File: src/rtl/rosc_meas_ctrl.sv
// Ring-oscillator aging-sensor measurement: settle, count edges over WIN_LEN cycles, return result.
// VALID rises 1+SETTLE_CYC+WIN_LEN cycles after START; the result is held in HOLD until READY.
module rosc_meas_ctrl #(
   parameter int NUM_CH      = 4,
   parameter int CH_W        = 2,
   parameter int CNT_W       = 16,
   parameter int WIN_W       = 16,
   parameter int SETTLE_CYC  = 8,
   parameter int SYNC_STAGES = 2
) (
   input  logic              CLK,
   input  logic              RESETN,
   input  logic              START,
   input  logic [CH_W-1:0]   CH_SEL,
   input  logic [WIN_W-1:0]  WIN_LEN,
   input  logic              STRESS_AC,
   input  logic [NUM_CH-1:0] ROSC_OUT,
   output logic [NUM_CH-1:0] ROSC_EN,
   output logic              BUSY,
   output logic              VALID,
   input  logic              READY,
   output logic [CNT_W-1:0]  COUNT,
   output logic              OVF,
   output logic              ERR
);

   localparam int SW = (SETTLE_CYC < 2) ? 1 : $clog2(SETTLE_CYC + 1);
   localparam int TW = (WIN_W > SW) ? WIN_W : SW;
   localparam logic [CH_W:0] NUM_CH_L = (CH_W+1)'(NUM_CH);

   typedef enum logic [1:0] {S_IDLE, S_SETTLE, S_COUNT, S_HOLD} state_t;

   state_t                r_state, w_nxt;
   logic [CH_W-1:0]       r_ch;
   logic [WIN_W-1:0]      r_win;
   logic [TW-1:0]         r_tmr;
   logic [CNT_W-1:0]      r_cnt;
   logic                  r_ovf, r_err;
   logic [NUM_CH-1:0]     r_en;
   logic [SYNC_STAGES-1:0] r_sync;
   logic                  r_prev;

   logic                  w_start, w_bad, w_tmr_last, w_raw, w_edge;
   logic [CH_W-1:0]       w_ch_nxt;
   logic [NUM_CH-1:0]     w_en_nxt;

   assign w_start    = (r_state == S_IDLE) && START;
   assign w_bad      = ({1'b0, CH_SEL} >= NUM_CH_L);
   assign w_tmr_last = (r_tmr == TW'(1));
   assign w_edge     = r_sync[SYNC_STAGES-1] & ~r_prev;
   assign w_ch_nxt   = w_start ? CH_SEL : r_ch;

   always_ff @(posedge CLK or negedge RESETN) begin
      if (!RESETN) r_state <= S_IDLE;
      else         r_state <= w_nxt;
   end

   always_comb begin
      w_nxt = r_state;
      case (r_state)
         S_IDLE:   if (START) w_nxt = w_bad ? S_HOLD : S_SETTLE;
         S_SETTLE: if (w_tmr_last) w_nxt = (r_win == '0) ? S_HOLD : S_COUNT;
         S_COUNT:  if (w_tmr_last) w_nxt = S_HOLD;
         S_HOLD:   if (READY) w_nxt = S_IDLE;
         default:  w_nxt = S_IDLE;
      endcase
   end

   // Enables follow the next state so the one-hot pattern lines up with SETTLE/COUNT.
   always_comb begin
      w_en_nxt = {NUM_CH{STRESS_AC}};
      if (w_nxt == S_SETTLE || w_nxt == S_COUNT) begin
         for (int i = 0; i < NUM_CH; i++) w_en_nxt[i] = (w_ch_nxt == CH_W'(i));
      end
   end

   always_comb begin
      w_raw = 1'b0;
      for (int i = 0; i < NUM_CH; i++) begin
         if (r_ch == CH_W'(i)) w_raw = ROSC_OUT[i];
      end
   end

   always_ff @(posedge CLK or negedge RESETN) begin
      if (!RESETN) begin
         r_sync <= '0;
         r_prev <= 1'b0;
         r_en   <= '0;
      end else begin
         r_sync <= {r_sync[SYNC_STAGES-2:0], w_raw};
         r_prev <= r_sync[SYNC_STAGES-1];
         r_en   <= w_en_nxt;
      end
   end

   always_ff @(posedge CLK or negedge RESETN) begin
      if (!RESETN) begin
         r_ch  <= '0;
         r_win <= '0;
         r_tmr <= '0;
         r_cnt <= '0;
         r_ovf <= 1'b0;
         r_err <= 1'b0;
      end else if (w_start) begin
         r_ch  <= CH_SEL;
         r_win <= WIN_LEN;
         r_tmr <= TW'(SETTLE_CYC);
         r_cnt <= '0;
         r_ovf <= 1'b0;
         r_err <= w_bad;
      end else begin
         case (r_state)
            S_SETTLE: r_tmr <= w_tmr_last ? TW'(r_win) : r_tmr - TW'(1);
            S_COUNT: begin
               r_tmr <= r_tmr - TW'(1);
               if (w_edge) begin
                  if (r_cnt == {CNT_W{1'b1}}) r_ovf <= 1'b1;
                  else                        r_cnt <= r_cnt + CNT_W'(1);
               end
            end
            default: ;
         endcase
      end
   end

   assign ROSC_EN = r_en;
   assign BUSY    = (r_state == S_SETTLE) || (r_state == S_COUNT);
   assign VALID   = (r_state == S_HOLD);
   assign COUNT   = r_cnt;
   assign OVF     = r_ovf;
   assign ERR     = r_err;

endmodule

File: config.mk
export PLATFORM = sky130hd
export DESIGN_NAME = rosc_meas_ctrl
export DESIGN_NICKNAME = d
export VERILOG_FILES = /design/src/rtl/rosc_meas_ctrl.sv
export SDC_FILE = /design/constraint.sdc
export NUM_CORES = 1
export LEC_CHECK = 0
export CAP_MARGIN = 20
export CORE_MARGIN = 2
export CORE_UTILIZATION = 45
export DETAILED_ROUTE_END_ITERATION = 8
export PLACE_DENSITY_LB_ADDON = 0.12
export SYNTH_ARGS = -nofsm -noshare
export SYNTH_HDL_FRONTEND = slang
export SYNTH_SLANG_ARGS = --single-unit
File: constraint.sdc
create_clock -name CLK -period 1.9 [get_ports CLK]
set_input_delay 0.57 -clock CLK [delete_from_list [all_inputs] [get_ports CLK]]
set_output_delay 0.57 -clock CLK [all_outputs]
set_load 0.005 [all_outputs]
==> results.yml, run 1 <==
clocking:
  htree_levels: 3
  cts_root_buffer: "clkbuf_8"
  cts_buffers: 9
  clock_latency_ns: 0.35
  path_clk_slew_ns: 0.07
  cts_buffer_depth: 2
  postCtsHoldBufs: 0
  cts_sinks: 60
  cts_tree: "done"
floorplan:
  die_h_um: 91.25
  coreArea_um2: 7331
  dieWidth_um: 91.25
  io_pins: 51
  die_area_um2: 8327
  row_count: 31
  start_util_pct: 46.73
logic_synthesis:
  synth_enable_flop_cells: 0
  synth-seq-cells: 60
  synth_area_leader_cell: "dfrtp_1"
  dominantRegCellSynth: "dfrtp_1"
  async_flop_share_pct: 100.0
  synth_area_per_cell_um2: 9.063
  ys_top_cells_by_area: "dfrtp_1 44%, nand2_1 6.6%, nor2_1 3.2%"
  netlist_area_um2: 3426
  yosysWarnings: 0
  syn_nets: 413
  ys_types: 59
  ys_seq_area_share_pct: 43.83
  syn-instance-count: 378
  synth_top_area_share_pct: 43.83
hold_path:
  min_path_type: "in -> async"
route:
  firstDrtPassIters: 5
  drcViolationCount: 0
  drtIter0Drc: 227
  vias_per_cell: 5.538
  dr_total_vias: 3245
  postRouteAntennaNets: 0
  wl_um: 9119
  routedWlPerCell_um: 15.56
worst_setup_path:
  slowest_delay_ns: 0.39
  critPathKind: "reg -> reg"
  cp.arrival_ns: 2.24
  cp_num_cells: 11
  startpoint_type: "flip-flop"
  endpoint_kind: "flip-flop"
  cp_max_fo: 6
  crit_slowest_cell: "dfrtp_1"
  required_ns: 2.17
  cp_top_family: "buffers and inverters"
  reg2reg_depth: 11
  path_cells: "inv_2 -> ha_4 -> nor4b_4 -> buf_4 -> nand4_4 -> buf_6 -> buf_6 -> a22o_4 -> clkinv_4 -> nand4_4 -> nand4_1"
  crit_buf_inv: 5
place:
  port_buffers: 49
  placed_area_um2: 4354
  dpl.hpwl_um: 6090
  pre_cts_ws_ns: -0.2683
  gp_congestion: 0.9177
  post-place-cells: 557
layout:
  drive_above_1_share_pct: 27.52
  diodes: 0
  stdcell_count: 586
  fin_util_pct: 66.53
  fill_cells: 612
  nNetsFinal: 517
  finalInstanceArea_um2: 4877
  areaGrowthSynthToFinish_pct: 42.37
sta:
  min_period_ns: 1.961
  finClkSkew_ns: 0.01472
  slew_violations: 0
  finalSetupViolCount: 8
  fin_crit_sh_pct: 103.2
  rsz0062_at_grt: "true"
  hold_viol: 0
  timing.final.ws_setup_ns: -0.06147
  holdWs_ns: 0.2093
  fmax_mhz: 509.8
run_status:
  violations: "setup timing"
  status: "finished with violations"
pwr:
  cellPowerDensity_nw_per_um2: 772.6
  power.leakage_nw: 2.091
  ir_drop_mv: 0.4792
global_route:
  grt_pass1_vias: 3029
  antenna_found_initial: 0
  grt_pass1_wl_um: 14830
  overflow: 0
  grt_max_degree: 61
  track_usage_pct: 22.33
job:
  cap_violations: 0
worst reg2reg max path, stage by stage (launching register included):
cell,delay (ns)
dfrtp_1,0.39
inv_2,0.08
ha_4,0.11
nor4b_4,0.16
buf_4,0.16
nand4_4,0.11
buf_6,0.17
buf_6,0.12
a22o_4,0.28
clkinv_4,0.08
nand4_4,0.11
nand4_1,0.13
logic make-up after synthesis:
group | Yosys count | synth area share (%)
fa+ha+maj | 8 | 2.922
simple gates | 176 | 27.54
compound gates | 83 | 16.40
flops | 60 | 43.83
mux | 4 | 1.534
buf+inv | 34 | 4.602
xor+xnor | 12 | 3.068
other cells | 1 | 0.1095
worst paths after layout:
path	from	endpoint	slack [ns]
worst max-delay path	r_tmr[1]	ROSC_EN[1]	-0.06
worst min-delay path	RESETN	r_tmr[11]	0.21
worst max register to register	r_tmr[1]	ROSC_EN[1]	-0.06
worst min register to register	r_sync[0]	r_sync[1]	0.35
max in group asynchronous	RESETN	COUNT[12]	1.37
min in group CLK	r_sync[0]	r_sync[1]	0.35
registers in the layout, indices dropped and copies added (netlist names):
signal,count
COUNT,16
r_tmr,16
r_win,16
ROSC_EN,4
r_ch,2
r_state,2
r_sync,2
OVF,1
r_prev,1
metal layers:
| metal | track usage, % | routed length [µm] | vias to the layer above |
|---|---|---|---|
| met1 | 31.90 | 4169 | 1572 |
| met3 | 4.398 | 451 | 14 |
| li1 | - | - | 1570 |
| met5 | 0 | 0 | - |
| met2 | 33.83 | 4353 | 89 |
| met4 | 7.955 | 144 | 0 |
layout by cell type, fill, tap and decap left out, types with 5 or more instances in the layout:
cell / n
a21oi_1: 18
buf_4: 58
nand3_1: 11
xor2_1: 5
o21ai_0: 11
o21a_1: 5
o211ai_1: 5
buf_6: 5
dfrtp_1: 56
o211a_1: 5
nor2_1: 27
inv_1: 9
nor3_1: 5
nor3b_1: 5
clkbuf_8: 10
xnor2_1: 7
nand2_1: 60
or3_1: 5
clkdlybuf4s50_1: 46
o21ai_1: 7
nand4_1: 17
what timing repair did:
| item | 4_1_cts | 5_1_grt |
|---|---|---|
| endpoints found under the setup margin | 25 | 41 |
| gates cloned | 0 | 0 |
| buffers inserted | 5 | 8 |
| resized for setup | 26 | 37 |
| pin swaps | 8 | 12 |
cell type report:
cell class	instances	area (µm²)	area share [%]
Timing Repair Buffer	114	1012	20.75
Clock inverter	4	48.80	1.001
Inverter	13	56.30	1.154
Sequential cell	60	1506	30.89
Multi-Input combinational cell	284	1984	40.69
Clock buffer	12	145.1	2.976
Tap cell	99	123.9	2.540
power breakdown:
part / total (W) / switching (W) / internal (W)
Sequential: 0.00160 / 0.000179 / 0.00142
Combinational: 0.00101 / 0.000453 / 0.000561
Clock: 0.00115 / 0.000513 / 0.000640
stage by stage:
| step | TNS (ns) | power [W] |
|---|---|---|
| 2_1_floorplan | 0 | 0.001990 |
| 3_3_place_gp | -1.272 | 0.002453 |
| 3_5_place_dp | -2.118 | 0.002474 |
| 4_1_cts | -0.7195 | 0.003634 |
| 5_1_grt | -1.469 | 0.003969 |
| 6_report | -0.2413 | 0.003768 |
Yosys cell counts, types with 2 or more instances:
| library cell | count |
|---|---|
| dfrtp_1 | 60 |
| nand2_1 | 60 |
| nor2_1 | 29 |
| a21oi_1 | 21 |
| o21ai_0 | 18 |
| nand4_1 | 17 |
| nand3_1 | 13 |
| clkbuf_1 | 12 |
| inv_1 | 12 |
| a211oi_1 | 8 |
| ha_1 | 8 |
| nor3b_1 | 8 |
| nor3_1 | 7 |
| xnor2_1 | 7 |
| or3_1 | 6 |
| and3_1 | 5 |
| nor4_1 | 5 |
| o211a_1 | 5 |
| o211ai_1 | 5 |
| o21a_1 | 5 |
| xor2_1 | 5 |
| and2_1 | 4 |
| o22ai_1 | 4 |
| a21o_1 | 3 |
| buf_1 | 3 |
| buf_6 | 3 |
| mux2i_1 | 3 |
| nand3b_1 | 3 |
| or2_2 | 3 |
| and3b_1 | 2 |
| and4_1 | 2 |
| buf_2 | 2 |
| nand4_2 | 2 |
| nor4_4 | 2 |
| nor4b_1 | 2 |
Note: power is estimated with default switching activity, not from simulation.
==> run 2, diff against run 1 <==
- ABC_AREA: not set -> 1
- GPL_TIMING_DRIVEN: not set -> 0
==> results.yml, run 2 <==
pwr:
  power.leakage_nw: 2.176
  cellPowerDensity_nw_per_um2: 1365
  ir_drop_mv: 0.6984
floorplan:
  io_pins: 51
  dieWidth_um: 90.58
  die_area_um2: 8205
  row_count: 31
  start_util_pct: 46.51
  coreArea_um2: 7253
  die_h_um: 90.58
clocking:
  cts_sinks: 60
  cts_tree: "done"
  cts_buffer_depth: 2
  postCtsHoldBufs: 0
  cts_root_buffer: "clkbuf_8"
  path_clk_slew_ns: 0.07
  clock_latency_ns: 0.34
  cts_buffers: 9
  htree_levels: 3
place:
  dpl.hpwl_um: 6238
  post-place-cells: 595
  pre_cts_ws_ns: -0.9027
  gp_congestion: 0.8526
  port_buffers: 49
worst_setup_path:
  cp_max_fo: 10
  critPathKind: "reg -> reg"
  endpoint_kind: "flip-flop"
  slowest_delay_ns: 0.44
  cp.arrival_ns: 2.14
  crit_slowest_cell: "dfrtp_1"
  path_common_cell: "nand2_4"
  startpoint_type: "flip-flop"
  path_cells: "ha_4 -> nand2_4 -> nor2_4 -> nand2_4 -> nor2_4 -> nand2_2 -> nand2_4 -> nand2_4 -> buf_8 -> buf_8 -> a21oi_2 -> nor2_1"
  required_ns: 2.14
layout:
  nNetsFinal: 571
  final_common_cell: "nand2_1"
  drive_above_1_share_pct: 18.85
  stdcell_count: 640
  fill_cells: 651
  areaGrowthSynthToFinish_pct: 35.39
  mostFrequentLayoutCells: "112 x nand2_1, 56 x dfrtp_1, 50 x nor2_1"
  fin_util_pct: 62.96
  diodes: 0
sta:
  relSlewSlack_pct: 58.51
  rsz0062_at_grt: "true"
  slew_violations: 0
  min_period_ns: 1.899
  holdWs_ns: 0.2391
  finalSetupViolCount: 0
  fin_crit_sh_pct: 99.96
  timing.final.ws_setup_ns: 0.0008007
  fmax_mhz: 526.5
  finClkSkew_ns: 0.005140
  tightest_slew_ns: 0.6224
  hold_viol: 0
logic_synthesis:
  synth_top_area_share_pct: 44.51
  ys_seq_area_share_pct: 44.51
  synth_enable_flop_cells: 0
  ys_types: 35
  ys_top_cells_by_area: "dfrtp_1 45%, nand2_1 13%, nor2_1 6.2%"
  syn_nets: 481
  synth-seq-cells: 60
  yosysWarnings: 0
  dominantRegCellSynth: "dfrtp_1"
  yosys.cell_count.top_type: "nand2_1"
  syn-instance-count: 446
  async_flop_share_pct: 100.0
  netlist_area_um2: 3373
  ys_top_cells_by_count: "117 x nand2_1, 60 x dfrtp_1, 56 x nor2_1, 48 x inv_1, 38 x o21ai_0"
  synth_area_leader_cell: "dfrtp_1"
  synth_area_per_cell_um2: 7.563
global_route:
  antenna_found_initial: 0
  busiest_layer: "met2"
  grt_pass1_vias: 3020
  grtUsageMet2_pct: 34.27
  use_met1_pct: 30.35
  overflow: 0
  grt_pass1_wl_um: 14410
  track_usage_pct: 21.99
  grt_max_degree: 36
  met3_usage_pct: 6.678
route:
  drtIter0Drc: 155
  routedWlPerCell_um: 14.11
  wl_um: 9029
  firstDrtPassIters: 5
  dr_total_vias: 3265
  vias_per_cell: 5.102
  postRouteAntennaNets: 0
  drcViolationCount: 0
run_status:
  status: "finished, final reports clean"
job:
  cap_violations: 0
hold_path:
  min_path_type: "in -> async"
[run 2: critical path, delay by kind of cell, from the launching register on]
family	cells	cell delay (ns)
simple gates	8	0.77
buf+inv	2	0.29
compound gates	1	0.11
fa+ha+maj	1	0.18
flops	1	0.44
[run 2: cell type report]
cell class / count / area (µm²) / area share (%)
clock buffer: 10 / 137.6 / 3.014
buffer: 11 / 83.83 / 1.836
sequential: 60 / 1506 / 32.99
multi-input combinational: 326 / 1725 / 37.78
clock inverter: 6 / 63.81 / 1.397
timing repair buffer: 79 / 733.2 / 16.05
inverter: 49 / 192.7 / 4.219
tap: 99 / 123.9 / 2.712
[run 2: where the power goes]
group	switching (W)	leakage (nW)	internal, W
clock network	0.000550	0.0983	0.000638
logic	0.00185	1.30	0.00113
registers	0.000344	0.772	0.00172
total	0.00275	2.18	0.00349
[run 2: final timing paths]
| kind | startpoint | endpoint | slack, ns | cells past startpoint |
|---|---|---|---|---|
| setup / recovery | COUNT[1] | COUNT[7] | 0.0008 | 12 |
| hold / removal | RESETN | r_tmr[2] | 0.24 | 1 |
| max in group asynchronous | RESETN | COUNT[3] | 1.05 | 2 |
| hold reg to reg | r_sync[0] | r_sync[1] | 0.36 | 0 |
| min in group CLK | r_sync[0] | r_sync[1] | 0.36 | 0 |
| setup reg to reg | COUNT[1] | COUNT[7] | 0.0008 | 12 |
[run 2: cells by family after synthesis]
group                      count (synthesis)  share of synthesized area [%]
buffers and inverters                     60                          7.381
AOI/OAI and AO/OA                         78                          13.32
other                                      1                         0.1112
xor gates and xnor gates                   9                          2.337
DFF                                       60                          44.51
and+or+nand+nor                          230                          29.38
adders and majority gates                  8                          2.967
[run 2: what timing repair did]
item                                   in CTS  in global routing
pin swaps                                   3                  5
setup endpoints to repair                  57                 52
resized for setup                          23                 41
endpoints found under the hold margin       0                  0
cloned                                      0                  0
setup buffers                               9                 20
[run 2: routing by layer]
metal	routed length, µm	vias to the layer above
met1	4328	1542
met4	81	0
li1	-	1631
met2	4117	84
met3	501	8
met5	0	-
[run 2: per-stage QoR]
stage | total power (W) | instance area (µm²) | TNS, ns
4_1_cts | 0.006023 | 4299 | 0
5_1_grt | 0.006729 | 4567 | -0.9870
2_1_floorplan | 0.003852 | 3373 | 0
3_3_place_gp | 0.004616 | 3988 | -133.82
6_report | 0.006233 | 4567 | 0
3_5_place_dp | 0.004693 | 4003 | -29.16
==> run 3, diff against run 2 <==
- GPL_TIMING_DRIVEN: 0 -> not set
==> results.yml, run 3 (synthesis results as in run 2) <==
run_status:
  status: "finished, final reports clean"
job:
  cap_violations: 0
global_route:
  grt_pass1_vias: 3094
  antenna_found_initial: 0
  grt_max_degree: 28
  overflow: 0
  grt_pass1_wl_um: 14460
  track_usage_pct: 21.85
route:
  vias_per_cell: 5.033
  firstDrtPassIters: 4
  routedWlPerCell_um: 13.51
  postRouteAntennaNets: 0
  wl_met3_um: 439
  highest_layer: "met4"
  drcViolationCount: 0
  drtIter0Drc: 201
  dr_total_vias: 3196
  wl_um: 8581
  wl_met2_um: 3817
  wl_met1_um: 4197
sta:
  holdWs_ns: 0.1517
  fmax_mhz: 540.7
  rsz0062_at_grt: "true"
  slew_violations: 0
  finalSetupViolCount: 0
  min_period_ns: 1.849
  finClkSkew_ns: 0.008044
  hold_viol: 0
  fin_crit_sh_pct: 97.34
worst_setup_path:
  r2r-end: "r_tmr[12]"
  startpoint_type: "flip-flop"
  critPathKind: "reg -> out"
  cp.arrival_ns: 1.28
  slowest_delay_ns: 0.53
  cp_top_family: "buffers and inverters"
  crit_slowest_cell: "clkdlybuf4s50_1"
  rrSetupSlack_ns: 0.14
  path_cells: "clkdlybuf4s50_1"
  required_ns: 1.33
  cp_max_fo: 4
  reg2reg_depth: 9
  reg2reg_from: "r_tmr[0]"
  crit_buf_inv: 1
  endpoint_kind: "primary output"
floorplan:
  io_pins: 51
  dieWidth_um: 90.58
  coreArea_um2: 7253
  start_util_pct: 46.51
  die_area_um2: 8205
  die_h_um: 90.58
  row_count: 31
clocking:
  cts_sinks: 60
  htree_levels: 3
  cts_root_buffer: "clkbuf_8"
  clock_latency_ns: 0.34
  path_clk_slew_ns: 0.08
  cts_buffer_depth: 2
  cts_buffers: 9
  cts_tree: "done"
pwr:
  finalPower_w: 0.006218
  power.leakage_nw: 2.117
  cellPowerDensity_nw_per_um2: 1383
  ir_drop_mv: 0.9823
place:
  port_buffers: 49
  gp_congestion: 0.9087
  dpl.hpwl_um: 6173
hold_path:
  min_path_type: "in -> async"
layout:
  mostFrequentLayoutCells: "115 x nand2_1, 56 x dfrtp_1, 51 x nor2_1"
  nNetsFinal: 566
  diodes: 0
  drive_above_1_share_pct: 16.79
  final_common_cell: "nand2_1"
  areaGrowthSynthToFinish_pct: 33.27
  fill_cells: 684
run 3: cell count changes in the layout (fill, tap and decap cells not counted), moves of 3 or more:
| cell | delta |
|---|---|
| clkbuf_1 | -3 |
| nand2_1 | +3 |
| inv_1 | +3 |
| inv_2 | -3 |
run 3: final cells by class:
class	instances	area (µm²)	share of cell area (%)
well taps	99	123.9	2.755
inverters	49	190.2	4.230
clock buffers	9	123.9	2.755
multi-input cells	326	1678	37.32
flip-flops and latches	60	1506	33.51
repair buffers	85	797.0	17.73
clock inverters	7	76.32	1.698
run 3: power breakdown:
part | switching [W] | internal [W] | total (W)
clock network | 0.000552 | 0.000611 | 0.00116
logic | 0.00180 | 0.00122 | 0.00301
registers | 0.000327 | 0.00172 | 0.00204
run 3: per-layer routing:
layer,global-route usage [%],up-vias
li1,-,1614
met1,29.95,1474
met2,33.58,97
met3,5.426,11
met4,8.077,0
met5,0,-
run 3: worst max-delay path by stage:
stage	from	to	slack (ns)	cells past startpoint
2_1_floorplan	r_state[0]	r_tmr[0]	0.11	9
3_3_place_gp	START	ROSC_EN[2]	-0.09	9
3_5_place_dp	START	ROSC_EN[2]	-0.14	9
4_1_cts	r_state[1]	BUSY	-0.03	4
5_1_grt	r_tmr[0]	r_tmr[14]	-0.02	9
6_report	COUNT[12]	COUNT[12]	0.05	1
run 3: what timing repair did:
item / CTS / global route
buffers inserted: 4 / 9
endpoints found under the setup margin: 5 / 30
pin swaps: 0 / 3
hold buffers: 0 / 0
cloned: 0 / 0
gates resized for setup: 8 / 26
run 3: per-stage QoR:
| step | instance area [µm²] | instances | setup TNS (ns) | setup WS [ns] | utilization (%) |
|---|---|---|---|---|---|
| 6_report | 4496 | 635 | 0 | 0.05052 | 61.98 |
| 3_3_place_gp | 4128 | 606 | -1.093 | -0.09310 | 56.91 |
| 2_1_floorplan | 3373 | 446 | 0 | 0.1104 | - |
| 5_1_grt | 4496 | 635 | -0.02764 | -0.02164 | 61.98 |
| 4_1_cts | 4363 | 626 | -0.02762 | -0.02762 | 60.15 |
| 3_5_place_dp | 4128 | 606 | -2.212 | -0.1364 | 56.91 |
==> RTL change 1 (settings of run 3) <==
The 4 states of `state_t` get a one-hot encoding in 4 bits.
--- a/src/rtl/rosc_meas_ctrl.sv
+++ b/src/rtl/rosc_meas_ctrl.sv
@@ -29,5 +29,5 @@
    localparam logic [CH_W:0] NUM_CH_L = (CH_W+1)'(NUM_CH);
 
-   typedef enum logic [1:0] {S_IDLE, S_SETTLE, S_COUNT, S_HOLD} state_t;
+   typedef enum logic [3:0] {S_IDLE = 4'b0001, S_SETTLE = 4'b0010, S_COUNT = 4'b0100, S_HOLD = 4'b1000} state_t;
 
    state_t                r_state, w_nxt;
Function: same outputs for any inputs over 10 cycles, from zero or initial values and one cycle with RESETN low; not proved beyond that.
==> RTL change 1 against run 3 <==
  * Sequential power is 2% higher
  * Sequential cell count rose by 2
  * Area after synthesis increased by 8.9%
  * Routed wire length grew 7.7%
  * Clock power is 21% higher
  * Die area is 8.5% higher
  * Setup slack lost 33 ps
  * Total power increased by 4.0%
  * Synthesized cell count up 11%
  * Cell area up 5.6%
==> RTL change 1: results (changes against run 3) <==
dpl hpwl 6493 µm (+5.2%); Critical Path Source r_state[0]$_DFF_PN1_; Setup Fix Bufs, Post-CTS 7 (+3); critical path capture point BUSY; Critical Path Fanout Max 2 (-2); status finished, final reports clean; Synthesized Nets 525 (+9.1%); power in the clock group 0.00140 W (+21%); vias in the first global route 3425 (+11%); Layout Nets 608 (+7.4%); R2R Path Start r_state[1]$_DFF_PN0_; final wirelength 9242 µm (+7.7%); Resized cells post-CTS 9 (+1); library cells used by synthesis 34 (-2.9%); share of layout cells above drive strength 1 0.1544 (-0.01354); CP top delay family flip-flops; reg-to-reg endpoint COUNT[2]$_DFFE_PN0P_; Fin Hold WS 218.3 ps (+66.55 ps); vias per cell 5.066 (+0.65%); syn_area_per_cell 7.419 µm² (-1.9%); GPL Wtd Cong 0.9055 (-0.35%); Placement Cell Area 4369 µm² (+5.9%); routed len/inst 13.49 µm (-0.16%); synth cell count leaders nand2_1 (144), dfrtp_1 (61), inv_1 (60); Area contributors post-synth dfrtp_1 (42%), nand2_1 (15%), inv_1 (6.1%); Placement Setup Slack -78.42 ps (+57.99 ps); post-synthesis sequential area ratio 0.4228 (-0.02228); Total GRT Usage 0.2226 (+0.004036); slowest stage cell on the critical path dfstp_2; largest net degree at the start of global routing 63 (+130%)
-- RTL change 1: changes by cell type after synthesis, sizes merged, moves of 6 or more --
cell   before  now
inv        48   64
a21oi      19   12
o31ai       6    0
nand4       8   17
o21ai      42   48
nand2     121  147
-- RTL change 1: area by class of cell --
type	count	area, µm²
Inverter	64	240.2
Fill cell	754	3060
Tap cell	102	127.6
Sequential cell	62	1559
Multi-Input combinational cell	360	1842
Timing Repair Buffer	81	748.2
Clock inverter	4	95.09
Clock buffer	12	135.1
-- RTL change 1: cells by family after synthesis --
family | Yosys count | synth area share
AND/OR/NAND/NOR | 272 | 0.3431
flip-flops | 62 | 0.4228
buffers and inverters | 74 | 0.08415
XOR/XNOR | 15 | 0.03578
other | 1 | 0.001021
AO/OA/AOI/OAI | 68 | 0.1029
adder cells (fa/ha/maj) | 3 | 0.01022
-- RTL change 1: routing by layer --
metal,part of all wire,global-route usage
met5,0,0
met4,0.011,0.08454
met3,0.035,0.03990
met2,0.51,0.3792
met1,0.45,0.2826
==> RTL change 2 (config.mk and constraints of run 3) <==
Without the edit above. Set the parameter `NUM_CH` to 3 (it was 4).
--- a/src/rtl/rosc_meas_ctrl.sv
+++ b/src/rtl/rosc_meas_ctrl.sv
@@ -2,5 +2,5 @@
 // VALID rises 1+SETTLE_CYC+WIN_LEN cycles after START; the result is held in HOLD until READY.
 module rosc_meas_ctrl #(
-   parameter int NUM_CH      = 4,
+   parameter int NUM_CH      = 3,
    parameter int CH_W        = 2,
    parameter int CNT_W       = 16,
Interface: changed (resized ROSC_EN and ROSC_OUT); port bits go from 51 to 49. No check against the original RTL was run, so the function may have changed too.
==> RTL change 2 against run 3 <==
  * Area after synthesis grew 2.1%
  * Global-route usage grew 0.11 points
  * Cell area grew 0.47%
  * Non-clock buffer count shrank 2
  * Sequential share of layout area shrank 0.19 points
  * Via count grew 1.7%
  * Count of clock-buffer cells in the layout grew 2
  * Routed wire length grew 0.42%
  * Setup slack gained 1.7 ps
  * Sequential cell count is the same
  * Critical path type unchanged
Power is not compared: it rests on default switching activity, and its combinational part moved more than twofold at a synthesized area within 25%.
==> RTL change 2: results (changes against run 3) <==
leak pwr 2.137 nW; Layout Nets 567 (+0.18%); CP top delay family buffers and inverters; number of DRC markers in iteration 0 205 (+2.0%); library cells used by synthesis 43 (+23%); DRT met1 WL 4111 µm (-2.0%); share of layout cells above drive strength 1 0.1750 (+0.007136); Critical Path Fanout Max 4 (unchanged); fill count 670 (-2.0%); Detail Route met2 WL 3961 µm (+3.8%); clock network area share 0.04432 (-0.0002098); vias in the first global route 3049 (-1.5%); post-synthesis sequential area ratio 0.4359 (-0.009216); Pre-antenna DRT Iters 5 (+1); Setup Fix Bufs, Post-CTS 1 (-3); detailed-route via count 3249 (+1.7%); CTS root buf clkbuf_8; GPL Wtd Cong 0.8748 (-3.7%); first-pass GRT wire length 14570 µm (+0.71%); Synthesized Nets 483 (+0.42%); Mapped Cells 449 (+0.67%); largest net degree at the start of global routing 61 (+120%); PortBufs 48 (-2.0%); Seq area share 0.3332 (-0.001855); Comb power frac 0.143; dpl hpwl 6299 µm (+2.0%); Resized cells post-CTS 11 (+3); Post-Place Cells 615 (+1.5%); ys flop type dfrtp_1; multi-input combinational cell area 1718 µm² (+2.4%); Placement Cell Area 4223 µm² (+2.3%); critical path capture point COUNT[13]; Reg2Reg Depth 7 (-2); clock transition at the registers of the reported paths 70 ps; status finished, final reports clean; Multi-Input Combinational 324 (-0.61%); Final min period 1848 ps (-1.709 ps); Total GRT Usage 0.2196 (+0.001068); Fin Hold WS 208.0 ps (+56.25 ps); synth cell count leaders nand2_1 (112), dfrtp_1 (60), inv_1 (52); final instance area 4517 µm² (+0.47%); Net Sw Frac 0.2610; Placement Setup Slack -128.2 ps (+8.200 ps); Plain + repair buffers 83 (-2.4%); Worst Skew 8.571 ps (+0.5268 ps); non-clock inverter total of the final layout 55 (+12%); final wirelength 8617 µm (+0.42%); antenna violations before repair 0 (unchanged); routed len/inst 13.55 µm (+0.26%); clock buf count 11 (+2); R2R Path Start r_tmr[0]$_DFFE_PN0P_; Critical Path Source COUNT[13]$_DFFE_PN0P_; Area contributors post-synth dfrtp_1 (44%), nand2_1 (12%), inv_1 (5.7%); Non-clock buffer share 0.1673 (-0.009976); r2r setup slk 80 ps (-60 ps); met3 WL post-DR 451 µm (+2.7%); top sig layer met4
## RTL change 2: cell count changes after synthesis, moves of 4 or more
cell / run 3 / this run
buf_2: 1 / 5
clkbuf_1: 6 / 2
inv_1: 48 / 52
nand2_1: 117 / 112
nand3_1: 30 / 26
nor2_1: 56 / 50
o21ai_0: 38 / 27
o21ai_1: 0 / 17
o31ai_1: 6 / 2
## RTL change 2: routing by layer
layer | global-route usage | vias up
met5 | 0 | -
met3 | 0.04979 | 9
met4 | 0.07071 | 0
met2 | 0.3223 | 97
met1 | 0.3202 | 1508
li1 | - | 1635
## RTL change 2: logic make-up (layout without fill, tap and decap cells)
group,Yosys count,in the layout,share of synthesized area
AND/OR/NAND/NOR,227,227,0.3066
AO/OA/AOI/OAI,81,81,0.1319
buffers and inverters,65,153,0.07628
flip-flops,60,60,0.4359
adder cells (fa/ha/maj),8,8,0.02906
XOR/XNOR,8,8,0.02034
